--- config.mk ---
export PLATFORM = sky130hd
export DESIGN_NAME = mem_arbiter
export DESIGN_NICKNAME = d
export VERILOG_FILES = /design/src/rtl/mem_arbiter.sv
export SDC_FILE = /design/constraint.sdc
export NUM_CORES = 1
export LEC_CHECK = 0
export CORE_MARGIN = 2
export CORE_UTILIZATION = 37
export DETAILED_ROUTE_END_ITERATION = 8
export MAX_ROUTING_LAYER = met4
export PLACE_DENSITY = 0.77
export SYNTH_ARGS = -nofsm -noshare
export SYNTH_HDL_FRONTEND = slang
export SYNTH_SLANG_ARGS = --single-unit
--- constraint.sdc ---
create_clock -name clk -period 1.4 [get_ports clk]
set_input_delay 0.21 -clock clk [delete_from_list [all_inputs] [get_ports clk]]
set_output_delay 0.21 -clock clk [all_outputs]
set_load 0.01 [all_outputs]
--- src/rtl/mem_arbiter.sv ---
// Two-requester arbiter (fetch vs. load/store) in front of a single-outstanding memory controller.
// LSB has priority, a streak counter bounds fetch starvation, and flushes suppress stale completions.
module mem_arbiter #(
  parameter int unsigned STARVE_LIMIT = 4
) (
  input  logic        clk,
  input  logic        rst,
  input  logic        rdy,
  input  logic        flush,
  input  logic        if_req,
  input  logic [31:0] if_addr,
  output logic        if_done,
  output logic [31:0] if_data,
  input  logic        ls_req,
  input  logic        ls_we,
  input  logic [1:0]  ls_size,
  input  logic        ls_signed,
  input  logic [31:0] ls_addr,
  input  logic [31:0] ls_wdata,
  output logic        ls_done,
  output logic [31:0] ls_rdata,
  output logic        mc_valid,
  output logic        mc_we,
  output logic [1:0]  mc_size,
  output logic        mc_signed,
  output logic [31:0] mc_addr,
  output logic [31:0] mc_wdata,
  input  logic        mc_ready,
  input  logic        mc_done,
  input  logic [31:0] mc_rdata
);

  localparam int unsigned STREAK_W = $clog2(STARVE_LIMIT + 1);

  typedef enum logic [1:0] {S_IDLE, S_ISSUE, S_WAIT, S_RESP} state_e;
  typedef enum logic [1:0] {OWN_NONE, OWN_IF, OWN_LS} owner_e;

  state_e              state_q;
  owner_e              owner_q;
  logic [STREAK_W-1:0] streak_q;
  logic                discard_q;
  logic                if_done_q, ls_done_q;
  logic [31:0]         if_data_q, ls_rdata_q;
  logic                mc_valid_q, mc_we_q, mc_signed_q;
  logic [1:0]          mc_size_q;
  logic [31:0]         mc_addr_q, mc_wdata_q;

  logic if_ok, starved, ls_win, if_win, flushable, complete;

  // A flushed cycle hides the fetch request entirely, including from the starvation guard.
  assign if_ok     = if_req && !flush;
  assign starved   = (streak_q == STREAK_W'(STARVE_LIMIT));
  assign ls_win    = ls_req && !(starved && if_ok);
  assign if_win    = if_ok && !ls_win;
  // Stores are already committed, so only fetches and loads can be discarded.
  assign flushable = flush && ((owner_q == OWN_IF) || ((owner_q == OWN_LS) && !mc_we_q));
  assign complete  = ((state_q == S_ISSUE) && mc_ready && mc_done) ||
                     ((state_q == S_WAIT) && mc_done);

  always_ff @(posedge clk) begin
    if (rst) begin
      state_q     <= S_IDLE;
      owner_q     <= OWN_NONE;
      streak_q    <= '0;
      discard_q   <= 1'b0;
      if_done_q   <= 1'b0;
      ls_done_q   <= 1'b0;
      if_data_q   <= '0;
      ls_rdata_q  <= '0;
      mc_valid_q  <= 1'b0;
      mc_we_q     <= 1'b0;
      mc_size_q   <= '0;
      mc_signed_q <= 1'b0;
      mc_addr_q   <= '0;
      mc_wdata_q  <= '0;
    end else if (rdy) begin
      if_done_q <= 1'b0;
      ls_done_q <= 1'b0;
      if (flushable) discard_q <= 1'b1;

      // Done pulse is registered on the completion edge so it appears the cycle after mc_done.
      if (complete) begin
        state_q <= S_RESP;
        if (owner_q == OWN_IF) begin
          if_data_q <= mc_rdata;
          if_done_q <= !(discard_q || flushable);
        end else begin
          ls_rdata_q <= mc_rdata;
          ls_done_q  <= !(discard_q || flushable);
        end
      end

      case (state_q)
        S_IDLE: begin
          if (ls_win) begin
            state_q     <= S_ISSUE;
            owner_q     <= OWN_LS;
            mc_valid_q  <= 1'b1;
            mc_we_q     <= ls_we;
            mc_size_q   <= ls_size;
            mc_signed_q <= ls_signed;
            mc_addr_q   <= ls_addr;
            mc_wdata_q  <= ls_wdata;
            if (!if_ok)        streak_q <= '0;
            else if (!starved) streak_q <= streak_q + STREAK_W'(1);
          end else if (if_win) begin
            state_q     <= S_ISSUE;
            owner_q     <= OWN_IF;
            mc_valid_q  <= 1'b1;
            mc_we_q     <= 1'b0;
            mc_size_q   <= 2'd2;
            mc_signed_q <= 1'b0;
            mc_addr_q   <= if_addr;
            mc_wdata_q  <= '0;
            streak_q    <= '0;
          end
        end
        S_ISSUE: begin
          if (mc_ready) begin
            mc_valid_q <= 1'b0;
            if (!mc_done) state_q <= S_WAIT;
          end
        end
        S_WAIT: ;
        S_RESP: begin
          discard_q <= 1'b0;
          owner_q   <= OWN_NONE;
          state_q   <= S_IDLE;
        end
        default: state_q <= S_IDLE;
      endcase
    end
  end

  assign if_done   = if_done_q;
  assign if_data   = if_data_q;
  assign ls_done   = ls_done_q;
  assign ls_rdata  = ls_rdata_q;
  assign mc_valid  = mc_valid_q;
  assign mc_we     = mc_we_q;
  assign mc_size   = mc_size_q;
  assign mc_signed = mc_signed_q;
  assign mc_addr   = mc_addr_q;
  assign mc_wdata  = mc_wdata_q;

endmodule

==> flow_metrics.py <==
metrics = {
    "floorplan": {
        "ioPinCount": 275,
        "start_util_pct": 37.6,
        "rows": 45,
        "dieArea_sq_um": 16300,
        "die_h_um": 128,
        "core_area_sq_um": 15100,
        "die_w_um": 128,
    },
    "logic_synthesis": {
        "synthMuxAreaShare_pct": 0.375,
        "synth_adder_area_share_pct": 0.441,
        "syn-num-nets": 831,
        "synth_top_family_by_area": "simple AND/OR/NAND/NOR gates",
        "syn_inst": 689,
        "synth_seq_cells": 143,
        "netlist-cell-type-count": 44,
        "synth-edff-count": 0,
        "yosysWarnings": 0,
        "synth_area_leaders": "dfxtp_1 50%, a21oi_1 14%, nand2_1 13%",
        "synth_xor_area_share_pct": 0,
        "synth_commonest_cells": "204 x nand2_1, 157 x a21oi_1, 143 x dfxtp_1, 29 x nand3_1, 26 x o21ai_0",
        "synth_seq_area_share_pct": 50.4,
        "synth_area_leader_cell": "dfxtp_1",
        "netlist_area_sq_um": 5680,
        "synthSimpleGateAreaFrac_pct": 21.3,
        "netlist.area_leader.share_pct": 50.4,
        "synth.most_common_cell": "nand2_1",
        "ys.flop_type": "dfxtp_1",
        "synth_area_per_cell_sq_um": 8.24,
        "async_flop_share_pct": 0,
        "synth_compound_area_share_pct": 20.8,
    },
    "route": {
        "vias": 6354,
        "drtPass1Iterations": 5,
        "detail_route.iter0.violations": 348,
        "finalWirelength_mm": 22.2,
        "wl_per_cell_um": 18.3,
        "ant_nets": 0,
        "drc": 0,
        "avgViaCountPerCell": 5.26,
    },
    "timing": {
        "rsz0062_at_grt": "true",
        "maxSlewHeadroom_pct": 67.4,
        "holdWs_ps": 75.8,
        "skew_ps": 5.59,
        "fin_crit_sh_pct": 109,
        "finalSetupViolations": 126,
        "worst_pin_slew_ps": 489,
        "maxSlewViolCount": 0,
        "hold_viol_final": 0,
        "min_period_ps": 1530,
        "fin_ws_ps": -128,
        "max_freq_ghz": 0.655,
    },
    "global_routing": {
        "antenna_found_initial": 0,
        "gr-total-overflow": 0,
        "grt_pass1_vias": 6065,
        "grt_pass1_wl_mm": 30.7,
        "grt.total_usage_pct": 24.5,
        "grt_max_degree": 36,
    },
    "status": {
        "failed_checks": "negative setup slack",
        "status": "finished, violations left",
    },
    "pwr": {
        "ir_drop_v": 0.000739,
        "p_leak_nw": 4.35,
        "cellPowerDensity_nw_per_um2": 1020,
        "design_power_total_w": 0.0106,
    },
    "setup_path": {
        "path_cells": "buf_6, nand3b_4, a211oi_4, buf_6, buf_6, nand2_1, a21oi_1",
        "crit_path_start_kind": "flip-flop",
        "r2r-end": "if_data[4]",
        "cp_num_buf_inv": 3,
        "worstPathRequired_ps": 1740,
        "cpLargestDelayFamily": "buffers and inverters",
        "end_kind": "flip-flop",
        "r2r_setup_slack_ps": -130,
        "crit_path_top_delay_cell": "dfxtp_4",
        "critPathMostFrequentCell": "buf_6",
        "max_stage_delay_ps": 360,
        "arrival_ps": 1870,
        "timing.rr.start": "state_q[1]",
        "path_max_fanout": 8,
        "ff2ff_path_depth": 7,
        "crit_type": "flip-flop to flip-flop",
    },
    "placement": {
        "finalWeightedCongestion": 0.807,
        "dp_hpwl_mm": 12.7,
        "place_area_sq_um": 8710,
        "place_inst": 1134,
        "numPortBuffers": 274,
    },
    "clock_tree": {
        "clk_path_buf_depth": 2,
        "htree_levels": 4,
        "numCtsBuffers": 17,
        "clock_latency_ps": 420,
        "clkTransAtPathRegs_ps": 60,
        "clock_sinks": 143,
        "root_buffer": "clkbuf_16",
        "tritoncts": "done",
        "cts_hold_buf": 0,
    },
    "hold_path": {
        "holdPathEnd": "state_q[1]",
        "hold_path.class": "primary input to flip-flop",
        "hold-path-cell-count": 2,
        "min_from": "rst",
    },
    "layout": {
        "fin_area_sq_um": 10500,
        "fin_nets": 1150,
        "layout-drive-gt1-share_pct": 26.1,
        "fin_cells": 1209,
        "final_util_pct": 69.3,
        "multi_input_area_sq_um": 3130,
        "area_delta_synth_final_pct": 84.2,
        "antenna_cells": 0,
        "final-seq-area_sq_um": 2870,
        "fillers": 1176,
    },
    "job": {
        "cap_violations": 0,
    },
}
==> kinds of logic (layout without fill, tap and decap cells) <==
group                      after synthesis  after routing
AOI/OAI and AO/OA                      214            216
adders and majority gates                2              2
buffers and inverters                   59            388
DFF                                    143            143
muxes                                    2              2
and+or+nand+nor                        269            270
==> repair_timing <==
| item | 4_1_cts | 5_1_grt |
|---|---|---|
| setup endpoints to repair | 273 | 138 |
| pin swaps | 51 | 52 |
| gates resized for setup | 193 | 147 |
| gates cloned | 9 | 13 |
| buffers inserted | 16 | 9 |
==> report_power, final <==
part | internal (W) | switching (W) | total, W
clock | 0.00277 | 0.00172 | 0.00449
combinational | 0.000977 | 0.000858 | 0.00184
sequential | 0.00423 | 0.0000910 | 0.00432
total | 0.00797 | 0.00267 | 0.0106
==> per-layer routing <==
metal / vias to the layer above / GRT usage (%) / wire length (um)
li1: 2978 / - / -
met1: 3012 / 27.8 / 8750
met2: 305 / 41.4 / 11200
met3: 59 / 7.05 / 1620
met4: 0 / 8.40 / 616
met5: - / - / 0
==> cells in the final DEF (no fill, tap or decap), types with 8 or more instances in the layout <==
cell type        instances
nand2_1                171
nand2_4                 18
dfxtp_1                139
clkbuf_16               25
nand2_2                 15
clkdlybuf4s50_1        138
buf_4                   37
nand3_4                  8
a21oi_1                106
buf_6                   13
nand3_1                 11
buf_12                  11
a21oi_2                 58
nand3_2                 20
dlygate4sd2_1          135
o21ai_0                 16
o21ai_2                 10
==> final cells by class <==
class / instances / share of cell area, %
flip-flops and latches: 143 / 27.5
clock buffers: 27 / 4.71
multi-input cells: 490 / 29.9
well taps: 188 / 2.25
inverters: 3 / 0.108
repair buffers: 353 / 34.8
clock inverters: 5 / 0.754
==> through the flow <==
step	setup TNS, ps	setup WS (ps)
2_1_floorplan	0	0.569
3_3_place_gp	-40450	-359
3_5_place_dp	-44110	-397
4_1_cts	-2840	-95.8
5_1_grt	-15780	-180
6_report	-7950	-128
==> flip-flops by register name, indices dropped and copies added, names as in the netlist, 2 cells and up <==
name / flops
mc_wdata: 32
ls_rdata: 32
mc_size: 2
state_q: 2
mc_addr: 32
if_data: 32
owner_q: 2
streak_q: 3
==> worst max-delay path by stage <==
stage                start           end  slack (ps)  cells after the start
2_1_floorplan  streak_q[1]    mc_size[1]         0.6                      8
3_3_place_gp           rdy  mc_wdata[26]        -360                      6
3_5_place_dp           rdy  mc_wdata[25]        -400                      6
4_1_cts         state_q[1]  mc_wdata[15]        -100                      6
5_1_grt         state_q[0]   mc_wdata[5]        -180                      7
6_report        state_q[1]    if_data[4]        -130                      7
==> worst register-to-register path, cell delays in order (launching register included) <==
cell and delay [ps]:
dfxtp_4 360, buf_6 120, nand3b_4 170, a211oi_4 270, buf_6 160, buf_6 170
nand2_1 80, a21oi_1 130
Power figures use the tool's default switching activity.
